[src/rtl/hdmi_video_timing_pkg.sv]
// Purpose: shared constants for hdmi_video_timing: default 640x480@60 mode, YES/NO, counter width, row-advance helper.
// Latency: n/a (package only).
// Backpressure: n/a.
package hdmi_video_timing_pkg;

    localparam logic YES = 1'b1;
    localparam logic NO  = 1'b0;

    // Raster counters are 12 bits, so H/V totals must not exceed 4096.
    localparam int CNT_W = 12;

    // Default mode: 640x480@60, totals 800 x 525.
    localparam int DEF_H_ACTIVE = 640;
    localparam int DEF_H_FRONT  = 16;
    localparam int DEF_H_SYNC   = 96;
    localparam int DEF_H_BACK   = 48;
    localparam int DEF_V_ACTIVE = 480;
    localparam int DEF_V_FRONT  = 10;
    localparam int DEF_V_SYNC   = 2;
    localparam int DEF_V_BACK   = 33;
    localparam int DEF_H_TOTAL  = DEF_H_ACTIVE + DEF_H_FRONT + DEF_H_SYNC + DEF_H_BACK;
    localparam int DEF_V_TOTAL  = DEF_V_ACTIVE + DEF_V_FRONT + DEF_V_SYNC + DEF_V_BACK;

    localparam int DEF_ROWS = 24;

    // Advance a text row index by one, wrapping after the last row.
    function automatic logic [4:0] next_row(input logic [4:0] cur, input logic [4:0] last);
        return (cur == last) ? 5'd0 : cur + 5'd1;
    endfunction

endpackage

[src/rtl/hdmi_video_timing.sv]
// Purpose: raster timing generator (active, syncs, line/frame start) plus frame-synchronous scroll register for the text mapper.
// Latency: every output is registered and reflects counter state (h, v) one cycle later.
// Backpressure: none; scroll requests are always accepted, coalesced while pending, applied at h==0 of the first blank line, acked once.
//
// Ports:
//   clk         pixel clock
//   reset_n     synchronous active-low reset
//   scroll_req  one-cycle request to advance top_row by one
//   scroll_ack  one-cycle pulse, coincident with the new out_top_row
//   out_active  pixel in active region
//   out_h_sync  horizontal sync at H_SYNC_POL when asserted
//   out_v_sync  vertical sync at V_SYNC_POL when asserted
//   out_h_start first active pixel of a line
//   out_v_start first active line of a frame (whole active part of that line)
//   out_top_row first text row shown this frame
module hdmi_video_timing
    import hdmi_video_timing_pkg::*;
#(
    parameter int   H_ACTIVE   = DEF_H_ACTIVE,
    parameter int   H_FRONT    = DEF_H_FRONT,
    parameter int   H_SYNC     = DEF_H_SYNC,
    parameter int   H_BACK     = DEF_H_BACK,
    parameter int   V_ACTIVE   = DEF_V_ACTIVE,
    parameter int   V_FRONT    = DEF_V_FRONT,
    parameter int   V_SYNC     = DEF_V_SYNC,
    parameter int   V_BACK     = DEF_V_BACK,
    parameter logic H_SYNC_POL = NO,
    parameter logic V_SYNC_POL = NO,
    parameter int   ROWS       = DEF_ROWS
) (
    input  logic       clk,
    input  logic       reset_n,
    input  logic       scroll_req,
    output logic       scroll_ack,
    output logic       out_active,
    output logic       out_h_sync,
    output logic       out_v_sync,
    output logic       out_h_start,
    output logic       out_v_start,
    output logic [4:0] out_top_row
);

    localparam int H_TOTAL = H_ACTIVE + H_FRONT + H_SYNC + H_BACK;
    localparam int V_TOTAL = V_ACTIVE + V_FRONT + V_SYNC + V_BACK;

    // Region boundaries pre-cast to counter width so all compares are same-width.
    localparam logic [CNT_W-1:0] L_H_ACT  = CNT_W'(H_ACTIVE);
    localparam logic [CNT_W-1:0] L_HS_BEG = CNT_W'(H_ACTIVE + H_FRONT);
    localparam logic [CNT_W-1:0] L_HS_END = CNT_W'(H_ACTIVE + H_FRONT + H_SYNC);
    localparam logic [CNT_W-1:0] L_H_LAST = CNT_W'(H_TOTAL - 1);
    localparam logic [CNT_W-1:0] L_V_ACT  = CNT_W'(V_ACTIVE);
    localparam logic [CNT_W-1:0] L_VS_BEG = CNT_W'(V_ACTIVE + V_FRONT);
    localparam logic [CNT_W-1:0] L_VS_END = CNT_W'(V_ACTIVE + V_FRONT + V_SYNC);
    localparam logic [CNT_W-1:0] L_V_LAST = CNT_W'(V_TOTAL - 1);
    localparam logic [4:0]       L_ROW_LAST = 5'(ROWS - 1);

    logic [CNT_W-1:0] r_h;
    logic [CNT_W-1:0] r_v;
    logic             r_pending;
    logic [4:0]       r_top_row;
    logic             r_scroll_ack;
    logic             r_active;
    logic             r_h_sync;
    logic             r_v_sync;
    logic             r_h_start;
    logic             r_v_start;

    logic w_h_last;
    logic w_v_last;
    logic w_active;
    logic w_hs_on;
    logic w_vs_on;
    logic w_apply_pt;
    logic w_take;

    always_comb begin
        w_h_last   = (r_h == L_H_LAST);
        w_v_last   = (r_v == L_V_LAST);
        w_active   = (r_h < L_H_ACT) && (r_v < L_V_ACT);
        w_hs_on    = (r_h >= L_HS_BEG) && (r_h < L_HS_END);
        w_vs_on    = (r_v >= L_VS_BEG) && (r_v < L_VS_END);
        // Apply point is the first pixel of the first blank line, so the new
        // top_row is settled long before the next frame's first active line.
        w_apply_pt = (r_h == '0) && (r_v == L_V_ACT);
        // A request landing exactly on the apply point is served by this apply.
        w_take     = w_apply_pt && (r_pending || scroll_req);
    end

    // Raster counters.
    always_ff @(posedge clk) begin
        if (!reset_n) begin
            r_h <= '0;
            r_v <= '0;
        end else if (w_h_last) begin
            r_h <= '0;
            r_v <= w_v_last ? '0 : r_v + 1'b1;
        end else begin
            r_h <= r_h + 1'b1;
        end
    end

    // Registered raster outputs, one cycle behind the counters.
    always_ff @(posedge clk) begin
        if (!reset_n) begin
            r_active  <= NO;
            r_h_start <= NO;
            r_v_start <= NO;
            r_h_sync  <= ~H_SYNC_POL;
            r_v_sync  <= ~V_SYNC_POL;
        end else begin
            r_active  <= w_active;
            r_h_start <= w_active && (r_h == '0);
            r_v_start <= w_active && (r_v == '0);
            r_h_sync  <= w_hs_on ? H_SYNC_POL : ~H_SYNC_POL;
            r_v_sync  <= w_vs_on ? V_SYNC_POL : ~V_SYNC_POL;
        end
    end

    // Scroll handshake: pending coalesces requests; the apply point always
    // clears it because either it is consumed or nothing was pending.
    always_ff @(posedge clk) begin
        if (!reset_n) begin
            r_pending    <= NO;
            r_top_row    <= '0;
            r_scroll_ack <= NO;
        end else begin
            r_pending    <= w_apply_pt ? NO : (r_pending || scroll_req);
            r_scroll_ack <= w_take;
            if (w_take) begin
                r_top_row <= next_row(r_top_row, L_ROW_LAST);
            end
        end
    end

    assign scroll_ack  = r_scroll_ack;
    assign out_active  = r_active;
    assign out_h_sync  = r_h_sync;
    assign out_v_sync  = r_v_sync;
    assign out_h_start = r_h_start;
    assign out_v_start = r_v_start;
    assign out_top_row = r_top_row;

endmodule

[config.mk]
export PLATFORM = sky130hd
export DESIGN_NAME = hdmi_video_timing
export DESIGN_NICKNAME = d
export VERILOG_FILES = /design/src/rtl/hdmi_video_timing_pkg.sv /design/src/rtl/hdmi_video_timing.sv
export SDC_FILE = /design/constraint.sdc
export NUM_CORES = 1
export LEC_CHECK = 0
export ABC_AREA = 1
export CORE_ASPECT_RATIO = 0.6
export CORE_UTILIZATION = 60
export CTS_CLUSTER_SIZE = 10
export DETAILED_ROUTE_END_ITERATION = 6
export GPL_TIMING_DRIVEN = 1
export PLACE_DENSITY = 0.89
export SLEW_MARGIN = 20
export SYNTH_ARGS = -nofsm -noshare
export SYNTH_HDL_FRONTEND = slang
export SYNTH_SLANG_ARGS = --single-unit
export TNS_END_PERCENT = 5
[constraint.sdc]
create_clock -name clk -period 2.6 [get_ports clk]
set_input_delay 0.26 -clock clk [delete_from_list [all_inputs] [get_ports clk]]
set_output_delay 0.26 -clock clk [all_outputs]
set_load 0.01 [all_outputs]
==> flow_summary.yaml <==
clock_network:
  cts_tree: "built"
  cts.sinks: 36
  cts.repair.resized: 0
  cts_hold_buf: 0
  cts_htree_levels: 2
  numCtsBuffers: 5
  root_buffer: "clkbuf_8"
  clock_latency_ps: 290
  cts.clk_slew.worst_paths_ps: 70
  clk_path_buf_depth: 2
  post_cts_buffers: 0
routing:
  wire_per_inst_um: 12.4
  num_vias: 1976
  drtAntennaViolNets: 0
  wirelength_um: 4580
  drt_iter0_drc: 236
  firstDrtPassIters: 5
  drc: 0
  via_per_inst: 5.36
worst_setup_path:
  crit_fanout: 5
  critPathTopFamily: "simple AND/OR/NAND/NOR gates"
  crit_slowest_cell: "nor3_2"
  slowest_delay_ps: 400
  path_cells: "ha_1 > nand3_4 > nor3_2 > inv_1 > nand2_1 > a21oi_1"
  path_class: "flop to flop"
  arrival_ps: 1820
  critPathLaunchType: "flop"
  crit_buf_inv: 1
  crit_required_ps: 2770
  cp-end-kind: "flop"
synth:
  ys_types: 34
  ys_seq_area_frac: 0.350
  ys_seq_elements: 36
  synth_nets: 317
  synth_flop_cell: "dfxtp_1"
  syn_area_per_cell_um2: 6.66
  async_flop_share: 0
  synth_area_um2: 2060
  synth_edf_count: 0
  yosysWarnings: 0
  syn_inst: 309
flow_run:
  drv_cap: 0
die:
  io_pins: 14
  die-area_um2: 3680
  coreArea_um2: 3260
  die_h_um: 47.4
  die_width_um: 77.6
  start_util: 0.631
  row_count: 16
power:
  p_total_mw: 1.05
  clockPowerShare: 0.406
  combPwrFrac: 0.054
  internal_power_uw: 819
  seqPwrFrac: 0.540
  switchingPower_uw: 230
  ir_drop_uv: 339
  power.density_nw_per_um2: 453
  sw_frac_of_total: 0.219
  p_leak_nw: 0.998
sta:
  rsz0062_at_grt: "false"
  fin_skew_ps: 4.64
  fin_tns_setup_ps: 0
  setup_viol: 0
  max_freq_ghz: 0.605
  slew_headroom: 0.713
  hold_viol: 0
  fin_crit_sh: 0.636
  final.setup.worst_slack_ps: 947
  tightest_slew_ps: 430
  period_needed_ps: 1650
  slew_viol_final: 0
placed_design:
  dp_hpwl_um: 3570
  routabilityCongestion: 0.950
  pre_cts_ws_ps: 965
  portBuffers: 13
grt:
  gr-total-overflow: 0
  grt_max_degree: 13
  grtUsageTotal: 0.276
  grt_pass1_vias: 1545
  grt_pass1_wl_um: 7470
  antenna_found_initial: 0
final_layout:
  antennaDiodeCount: 0
  final_cell_mix: "78 x nand2_1, 43 x inv_1, 42 x nor2_1"
  num-nets-final: 332
  area_growth_pct: 12.4
  mostFrequentLayoutCell: "nand2_1"
  drive_gt1_frac: 0.0895
status:
  status: "finished clean"
worst_hold_path:
  worstHoldPathType: "flop to flop"
==> final cells by class <==
type | count | area (µm²)
Timing Repair Buffer | 13 | 130
Fill cell | 276 | 950
Clock buffer | 7 | 96.3
Multi-Input combinational cell | 222 | 1130
Tap cell | 45 | 56.3
Inverter | 46 | 178
Sequential cell | 36 | 721
==> cell usage after synthesis, types with 2 or more instances <==
library cell   n  area [µm²]
nor2_1        42         158
nor2_4         4        45.0
o21ai_0        8        40.0
nand2_2        3        18.8
nand2_1       78         293
nand3_1       29         145
nand4_1        8        50.1
dfxtp_1       36         721
clkbuf_1       2        7.51
inv_2          2        7.51
nand3b_1       3        22.5
nor3_1        10        50.1
nand3_2        2        20.0
ha_1           5        62.6
buf_4          2        15.0
nor3_2         2        20.0
xor2_1         4        35.0
a21oi_1       11        55.1
inv_1         43         161
==> power by group through the flow <==
| stage | sequential [mW] | clock [mW] | combinational, mW |
|---|---|---|---|
| final | 0.566 | 0.426 | 0.0565 |
| after global routing | 0.566 | 0.459 | 0.0638 |
| after CTS | 0.566 | 0.435 | 0.0563 |
| after detailed placement | 0.578 | 0 | 0.0559 |
| after global placement | 0.578 | 0 | 0.0554 |
| after floorplan | 0.579 | 0 | 0.0382 |
==> stage by stage <==
stage               utilization  instances  hold slack, ps  instance area, µm²
global placement          0.679        362             456                2220
floorplan                     -        309             440                2060
detailed placement        0.679        362             473                2220
global route              0.709        369             511                2310
CTS                       0.709        369             490                2310
finish                    0.709        369             490                2310
==> registers in the layout (all words and copies together) (netlist names) <==
signal / count
out_h_sync: 1
out_v_start: 1
out_active: 1
out_h_start: 1
r_pending: 1
r_h: 12
out_v_sync: 1
scroll_ack: 1
r_v: 12
out_top_row: 5
==> worst reg2reg max path, cell delays in order (launching register included) <==
cell and delay (ps):
dfxtp_1 390, ha_1 250, nand3_4 120, nor3_2 400, inv_1 200, nand2_1 110
a21oi_1 70
==> logic make-up (layout without fill, tap and decap cells) <==
logic type               after synthesis  count (layout)  synth area share
adder cells (fa/ha/maj)                5               5            0.0304
flip-flops                            36              36             0.350
XOR/XNOR                               5               5            0.0213
AND/OR/NAND/NOR                      188             188             0.433
buffers and inverters                 51              66            0.0997
AO/OA/AOI/OAI                         24              24            0.0650
==> path summary, 6_finish.rpt <==
check,slack (ps),cells past startpoint,end,from
hold / removal,490,1,r_h[0],r_h[0]
hold reg to reg,490,1,r_h[0],r_h[0]
setup / recovery,950,6,r_v[1],r_h[0]
setup reg to reg,950,6,r_v[1],r_h[0]
==> layer usage <==
layer | vias to the layer above | GRT usage | wire [µm]
met5 | - | 0 | 0
li1 | 1015 | - | -
met4 | 0 | 0.102 | 69
met1 | 873 | 0.429 | 2420
met3 | 8 | 0.0621 | 335
met2 | 80 | 0.363 | 1760
Power figures use the tool's default switching activity.
